File: config.mk
export PLATFORM = sky130hd
export DESIGN_NAME = cim_gemv_sequencer
export DESIGN_NICKNAME = d
export VERILOG_FILES = /design/src/rtl/cim_gemv_sequencer.sv
export SDC_FILE = /design/constraint.sdc
export NUM_CORES = 1
export LEC_CHECK = 0
export CORE_UTILIZATION = 46
export CTS_CLUSTER_SIZE = 30
export DETAILED_ROUTE_END_ITERATION = 12
export PLACE_DENSITY = 0.89
export SETUP_SLACK_MARGIN = 0.05
export SYNTH_ARGS = -nofsm -noshare
export SYNTH_HDL_FRONTEND = slang
export SYNTH_SLANG_ARGS = --single-unit
export TNS_END_PERCENT = 5
File: constraint.sdc
create_clock -name clk -period 3.23 [get_ports clk]
set_clock_uncertainty 0.05 [all_clocks]
set_input_delay 0.646 -clock clk [delete_from_list [all_inputs] [get_ports clk]]
set_output_delay 0.646 -clock clk [all_outputs]
set_load 0.005 [all_outputs]
File: src/rtl/cim_gemv_sequencer.sv
// cim_gemv_sequencer
// Sequences one matrix-vector product (M rows x K words) on the CIM core.
// For every word it reads the input word and then the weight word over SRAM
// port B, pairs them and presents them to the MAC array (one MAC word every
// two cycles). After the last word of a row it waits for the MAC result,
// offers it on a valid/ready port, then moves on to the next row.
//
// Ports
//   clk, rst                 rising-edge clock, synchronous active-high reset
//   start, abort             job control (start latches cfg_*)
//   cfg_m, cfg_k             rows, words per row
//   cfg_in_base              input vector base word address
//   cfg_w_base               weight base (row-major, rows contiguous)
//   cfg_out_base             result base address
//   busy, done, err          job status (done/err are 1-cycle pulses)
//   sram_en, sram_addr       port-B read request
//   sram_rdata               port-B data, one cycle after sram_en
//   mac_vld/first/last       MAC word strobe and row framing
//   mac_in, mac_w            input / weight word to the MAC
//   mac_res_vld, mac_res     row result from the MAC
//   res_valid/ready/data/addr  result hand-off to the consumer
//   perf_cycles              busy-cycle count, saturating
module cim_gemv_sequencer #(
  parameter int ADDR_W = 17,
  parameter int DATA_W = 32,
  parameter int ACC_W  = 32,
  parameter int DIM_W  = 16
) (
  input  logic              clk,
  input  logic              rst,
  input  logic              start,
  input  logic              abort,
  input  logic [DIM_W-1:0]  cfg_m,
  input  logic [DIM_W-1:0]  cfg_k,
  input  logic [ADDR_W-1:0] cfg_in_base,
  input  logic [ADDR_W-1:0] cfg_w_base,
  input  logic [ADDR_W-1:0] cfg_out_base,
  output logic              busy,
  output logic              done,
  output logic              err,
  output logic              sram_en,
  output logic [ADDR_W-1:0] sram_addr,
  input  logic [DATA_W-1:0] sram_rdata,
  output logic              mac_vld,
  output logic              mac_first,
  output logic              mac_last,
  output logic [DATA_W-1:0] mac_in,
  output logic [DATA_W-1:0] mac_w,
  input  logic              mac_res_vld,
  input  logic [ACC_W-1:0]  mac_res,
  output logic              res_valid,
  input  logic              res_ready,
  output logic [ACC_W-1:0]  res_data,
  output logic [ADDR_W-1:0] res_addr,
  output logic [31:0]       perf_cycles
);

  typedef enum logic [2:0] {IDLE, RD_IN, RD_W, WAIT_RES, OUT} state_t;

  state_t state, state_nxt;

  logic [DIM_W-1:0]  m_lat, k_lat, m_cnt, k_cnt;
  logic [ADDR_W-1:0] in_base, out_base, w_ptr;
  logic [DATA_W-1:0] in_p0;
  logic              vld_p0, first_p0, last_p0;

  logic start_ok, start_bad, abort_act, k_end, m_end, res_hs, beat_en;

  function automatic logic [31:0] sat_inc(input logic [31:0] v);
    return (v == 32'hFFFF_FFFF) ? v : v + 32'd1;
  endfunction

  assign start_ok  = (state == IDLE) && start && (cfg_m != '0) && (cfg_k != '0);
  assign start_bad = (state == IDLE) && start && ((cfg_m == '0) || (cfg_k == '0));
  assign abort_act = abort && (state != IDLE);
  assign k_end     = (k_cnt == k_lat - DIM_W'(1));
  assign m_end     = (m_cnt == m_lat - DIM_W'(1));
  assign res_hs    = res_valid && res_ready;
  assign beat_en   = vld_p0 && !abort_act;

  always_ff @(posedge clk) begin
    if (rst) state <= IDLE;
    else     state <= state_nxt;
  end

  always_comb begin
    state_nxt = state;
    sram_en   = 1'b0;
    sram_addr = '0;
    case (state)
      IDLE:     if (start_ok) state_nxt = RD_IN;
      RD_IN: begin
        sram_en   = 1'b1;
        sram_addr = in_base + ADDR_W'(k_cnt);
        state_nxt = RD_W;
      end
      RD_W: begin
        sram_en   = 1'b1;
        sram_addr = w_ptr;
        state_nxt = k_end ? WAIT_RES : RD_IN;
      end
      WAIT_RES: if (mac_res_vld) state_nxt = OUT;
      OUT:      if (res_hs) state_nxt = m_end ? IDLE : RD_IN;
      default:  state_nxt = IDLE;
    endcase
    if (abort_act) state_nxt = IDLE;
  end

  // Stage p0: input word captured at the end of RD_W; the weight word is
  // on sram_rdata during the following cycle.
  always_ff @(posedge clk) begin
    if (state == RD_W) in_p0 <= sram_rdata;
  end

  always_ff @(posedge clk) begin
    if (rst) begin
      m_lat       <= '0;
      k_lat       <= '0;
      m_cnt       <= '0;
      k_cnt       <= '0;
      in_base     <= '0;
      out_base    <= '0;
      w_ptr       <= '0;
      busy        <= 1'b0;
      done        <= 1'b0;
      err         <= 1'b0;
      perf_cycles <= '0;
      vld_p0      <= 1'b0;
      first_p0    <= 1'b0;
      last_p0     <= 1'b0;
      mac_vld     <= 1'b0;
      mac_first   <= 1'b0;
      mac_last    <= 1'b0;
      mac_in      <= '0;
      mac_w       <= '0;
      res_valid   <= 1'b0;
      res_data    <= '0;
      res_addr    <= '0;
    end else begin
      done   <= 1'b0;
      err    <= 1'b0;
      vld_p0 <= 1'b0;
      // Stage p1: pair input and weight into the MAC word.
      mac_vld   <= beat_en;
      mac_first <= beat_en && first_p0;
      mac_last  <= beat_en && last_p0;
      if (vld_p0) begin
        mac_in <= in_p0;
        mac_w  <= sram_rdata;
      end
      if (busy) perf_cycles <= sat_inc(perf_cycles);

      if (abort_act) begin
        busy      <= 1'b0;
        res_valid <= 1'b0;
      end else begin
        case (state)
          IDLE: begin
            if (start_ok) begin
              m_lat       <= cfg_m;
              k_lat       <= cfg_k;
              in_base     <= cfg_in_base;
              out_base    <= cfg_out_base;
              w_ptr       <= cfg_w_base;
              m_cnt       <= '0;
              k_cnt       <= '0;
              perf_cycles <= '0;
              busy        <= 1'b1;
            end else if (start_bad) begin
              err <= 1'b1;
            end
          end
          RD_W: begin
            vld_p0   <= 1'b1;
            first_p0 <= (k_cnt == '0);
            last_p0  <= k_end;
            // Rows are contiguous, so the weight pointer simply keeps
            // counting across row boundaries.
            w_ptr    <= w_ptr + ADDR_W'(1);
            if (!k_end) k_cnt <= k_cnt + DIM_W'(1);
          end
          WAIT_RES: begin
            if (mac_res_vld) begin
              res_valid <= 1'b1;
              res_data  <= mac_res;
              res_addr  <= out_base + ADDR_W'(m_cnt);
            end
          end
          OUT: begin
            if (res_hs) begin
              res_valid <= 1'b0;
              if (m_end) begin
                busy <= 1'b0;
                done <= 1'b1;
              end else begin
                m_cnt <= m_cnt + DIM_W'(1);
                k_cnt <= '0;
              end
            end
          end
          default: ;
        endcase
      end
    end
  end

endmodule
# Yosys cells after proc, flatten, opt, wreduce, memory -nomap -nowiden

Cells that the tools add are included.

Div/mod/pow operators: 0
Reductions and logical operators: 35
Eq/ne operators: 13
Shifts and indexed selects: 0
Magnitude comparators: 0
Add/sub/neg operators: 8
Bitwise logic cells: 4
Muxes and demuxes: 33
Multiply operators: 0

Operators with widths:

| cell                                                                   | number |
|---|---|
| 32-bit 2-to-1 mux                                                      | 5 |
| 16-bit 2-to-1 mux                                                      | 6 |
| 17-bit one-hot mux with 2 select lines                                 | 2 |
| 16-bit zero test                                                       | 3 |
| 16-bit one-hot mux with 3 select lines                                 | 1 |
| 17-bit by 16-bit adder with 17-bit output                              | 2 |
| 16-bit by 1-bit adder with 16-bit output (second input constant)       | 2 |
| 32-bit by 1-bit adder with 32-bit output (second input constant)       | 1 |
| 16-bit equality test                                                   | 2 |
| 32-bit equality test (second input constant)                           | 1 |
| 16-bit one-hot mux with 2 select lines                                 | 1 |
| 16-bit nonzero test                                                    | 2 |
| 16-bit by 1-bit subtractor with 16-bit output (second input constant)  | 2 |
| 17-bit by 1-bit adder with 17-bit output (second input constant)       | 1 |
| 17-bit 2-to-1 mux                                                      | 1 |
| 3-bit one-hot mux with 5 select lines                                  | 1 |
| 3-bit AND reduction                                                    | 5 |
| 2-bit inequality test (second input constant)                          | 6 |
| 1-bit 2-to-1 mux                                                       | 10 |
| 1-bit logical AND                                                      | 9 |
| 3-bit 2-to-1 mux                                                       | 3 |
| 4-bit OR reduction                                                     | 2 |
| 3-bit by 2-bit equality test with 1-bit output (second input constant) | 2 |
| 6-bit AND reduction                                                    | 1 |
| other kinds (14)                                                       | 22 |

Bits in latches: 0
Output and inout port bits: 170
Register bits: 305
Memories: 0
Word-level logic and storage cells: 117
Bits in read-only memories: 0
Memory bits (writable): 0
Input bits: 153

# Logic depth before layout (Yosys ltp)

Depth after elaboration: 7
Depth in mapped cells: 13
Mapped depth without buffers: 11

# Worst setup path before layout

OpenSTA, ideal clock, no wires.

Kind: flip-flop to output port
Start point: register state[1]
End point: output port sram_addr[4]
Path buffers: 3
Data required time: 2534 ps
Stages on the path, launching flop included: 9
Data arrival time: 2539 ps
Setup slack: -5 ps
Cells stage by stage: dfxtp_1 -> clkbuf_1 -> nor2b_1 -> nand2_1 -> clkinv_1 -> clkbuf_1 -> buf_1 -> nand2_1 -> o31ai_1

Cells in the longest elaborated chain, start to end: 2
Elaborated cells on any way between the ends: 3

RTL lines:

| what                                                                                                             | RTL line | source |
|---|---|---|
| start: declaration                                                                                               | 60       | `state_t state, state_nxt;` |
| start signal: assignment                                                                                         | 83       | `else state <= state_nxt;` |
| 3-bit by 2-bit equality test with 1-bit output or 3-bit by 1-bit equality test with 1-bit output (tied branches) | 90       | `case (state)` |
| 17-bit one-hot mux with 2 select lines (*)                                                                       | 90       |  |
| end: declaration                                                                                                 | 42       | `output logic [ADDR_W-1:0] sram_addr,` |

Mark *: on every way between the ends. The rest lies on a longest branch, timed or not.

# Worst setup path in the final report

Start point: register k_cnt[0]
End point: output port sram_addr[14]

Cells in the longest elaborated chain, start to end: 2

RTL lines:

| what                                      | RTL line | source |
|---|---|---|
| start: declaration                        | 62       | `logic [DIM_W-1:0] m_lat, k_lat, m_cnt, k_cnt;` |
| start signal: assignment                  | 180      | `if (!k_end) k_cnt <= k_cnt + DIM_W'(1);` |
| 17-bit by 16-bit adder with 17-bit output | 94       | `sram_addr = in_base + ADDR_W'(k_cnt);` |
| 17-bit one-hot mux with 2 select lines    | 90       |  |

Every way passes these cells.

==> impl_metrics.tcl <==
set metrics [dict create \
    status "finished with violations" \
    failed_checks "negative setup slack" \
    synth_edf_count 32 \
    finalWirelength_um 46500 \
    ff2ff_path_depth 11 \
    htree_levels 2 \
    fp.dieH_um 180 \
    worstPathMaxFanout 2 \
    gp_congestion 0.983 \
    min_path_type "reg -> reg" \
    worst_pin_slew_ns 0.604 \
    final_util_pct 64.3 \
    synth.top_cells.by_area "dfxtp_1, nand2_1, edfxtp_1" \
    synth_nets 1910 \
    drive_gt1_share_pct 9.51 \
    rows 64 \
    critPathArrivalTime_ns 2.92 \
    ys_async_sr_fraction_pct 0 \
    synth_compound_area_share_pct 14.9 \
    syn_to_final_growth_pct 36.0 \
    die_x_um 180 \
    synth-simple-area-share_pct 23.1 \
    synth_common_cells "nand2_1, dfxtp_1, nor2_1" \
    period_minus_slack_ns 3.62 \
    synth-adder-area-share_pct 3.61 \
    ys_types 83 \
    tritoncts "done" \
    dp_hpwl_um 33600 \
    critPathCaptureType "primary output" \
    finalHoldViolations 0 \
    port_buffers 322 \
    grt_first_pass_wirelength_um 72700 \
    cts_made_buffers 35 \
    drcViolationCount 0 \
    synth_xor_area_share_pct 5.51 \
    seq_area_frac_synth_pct 44.0 \
    cts_max_path_buffers 3 \
    grt-ovfl-total 0 \
    io_pins 323 \
    cap_violations 0 \
    synthFlopType "dfxtp_1" \
    vias_per_cell 5.70 \
    synth_top_family_by_area "simple AND/OR/NAND/NOR gates" \
    vias 14200 \
    fmax_mhz 276 \
    power_uw 9820 \
    pre_cts_slack_ns -0.478 \
    first_global_vias 13700 \
    p_leak_uw 0.00742 \
    required_ns 2.53 \
    setup_viol 8 \
    synthesis.instances 1716 \
    antenna_found_initial 6 \
    grt_max_degree 119 \
    dr.pass1.iters 5 \
    vdd.ir_drop.worst_uv 301 \
    dr.first_iter.drc_count 1031 \
    synth_top_area_share_pct 37.4 \
    yosysWarnings 0 \
    hold_depth 2 \
    yosys.area.top_type "dfxtp_1" \
    slew_violations 0 \
    start_kind "flop" \
    die_area_mm2 0.0325 \
    coreArea_mm2 0.0309 \
    worstSetupPathType "reg -> out" \
    clkTransAtPathRegs_ns 0.05 \
    clkSinkCount 305 \
    nets 2251 \
    power.density_mw_per_mm2 494 \
    drtAntennaViolNets 0 \
    routedWlPerCell_um 18.7 \
    synth_seq_cells 305 \
    final.setup.worst_slack_ns -0.387 \
    start_util_pct 47.3 \
    synth_most_common_cell "nand2_1" \
    post_synth.cell_area_avg_um2 8.51 \
    rsz0062_at_grt "yes" \
    cts_root_buffer "clkbuf_16" \
    finalCritPeriodShare_pct 112 \
    clk_latency_ns 0.52 \
    grt.total_usage_pct 27.8 \
    syn-cell-area_mm2 0.0146 \
    max_slew_margin_pct 58.7 \
    synth_mux_area_share_pct 5.00 \
]
metal layers:
metal / GRT usage [%] / vias to the layer above / routed length (um)
li1: - / 6692 / -
met1: 32.9 / 6716 / 18400
met2: 47.5 / 617 / 22100
met3: 6.89 / 122 / 4000
met4: 12.2 / 4 / 1960
met5: 0 / - / 29
state kept, by name, summed over array words and instances (netlist names), 17 cells and up:
signal and count:
res_addr 17, mac_in 32, mac_w 32, w_ptr 17
in_p0 32, in_base 17, res_data 32, out_base 17
perf_cycles 32
critical path, cell delays in order (launching register included):
cell       delay, ns
dfxtp_2         0.34
ha_4            0.16
inv_2           0.06
fa_2            0.22
nor2b_4         0.05
o21ai_2         0.15
a21boi_2        0.09
o2111ai_2       0.23
a21boi_2        0.09
buf_4           0.14
o21a_1          0.17
or3_1           0.34
a32o_1          0.22
buf_2           0.13
placed cells by master (no fill, tap or decap), types with 26 or more instances in the layout:
cell type,n
a21oi_1,162
and3_1,30
buf_4,76
clkbuf_16,35
clkdlybuf4s50_1,307
dfxtp_1,266
edfxtp_1,32
ha_1,36
inv_1,33
mux2i_1,73
nand2_1,303
nand3_1,35
nand4_1,29
nor2_1,167
nor3_1,29
nor4_1,26
o21ai_0,35
xnor2_1,45
xor2_1,47
final timing paths:
path | from | endpoint | slack, ns
hold / removal | res_data[11] | res_data[11] | 0.40
hold reg to reg | res_data[11] | res_data[11] | 0.40
setup reg to reg | m_lat[0] | k_cnt[8] | 0.13
setup / recovery | k_cnt[0] | sram_addr[14] | -0.39
cells by family (layout without fill, tap and decap cells):
logic type | Yosys count | in the layout
XOR/XNOR | 92 | 92
multiplexers | 73 | 73
flip-flops | 305 | 305
AND/OR/NAND/NOR | 722 | 722
other | 0 | 4
adder cells (fa/ha/maj) | 41 | 41
buffers and inverters | 135 | 501
AO/OA/AOI/OAI | 348 | 348
what timing repair did:
action | CTS | global route
pin swaps | 24 | 12
setup endpoints to repair | 19 | 27
resized for setup | 57 | 25
setup buffers | 6 | 0
hold buffers | 0 | 0
gates cloned | 0 | 0
metrics by stage:
stage	cell area (um2)	setup TNS [ns]	cells	hold slack (ns)
global placement	18500	-1.37	2411	0.391
floorplan	14600	0	1716	0.390
CTS	19800	-2.60	2478	0.404
detailed placement	18500	-1.59	2411	0.396
global route	19900	-2.67	2482	0.420
finish	19900	-1.71	2482	0.402
area by class of cell:
class	count	area, um2
Clock buffer	50	992
Inverter	35	134
Tap cell	396	495
Sequential cell	305	6440
Multi-Input combinational cell	1276	7730
Clock inverter	12	201
Fill cell	2401	11000
Antenna cell	4	10.0
Timing Repair Buffer	404	3870
power by group:
| group | leakage (uW) | switching (uW) | internal (uW) | total (uW) |
|---|---|---|---|---|
| Clock | 0.000578 | 1620 | 2480 | 4090 |
| Sequential | 0.00251 | 154 | 3990 | 4140 |
| Combinational | 0.00434 | 875 | 706 | 1580 |
| Total | 0.00742 | 2640 | 7170 | 9820 |
Note: power is estimated with default switching activity, not from simulation.
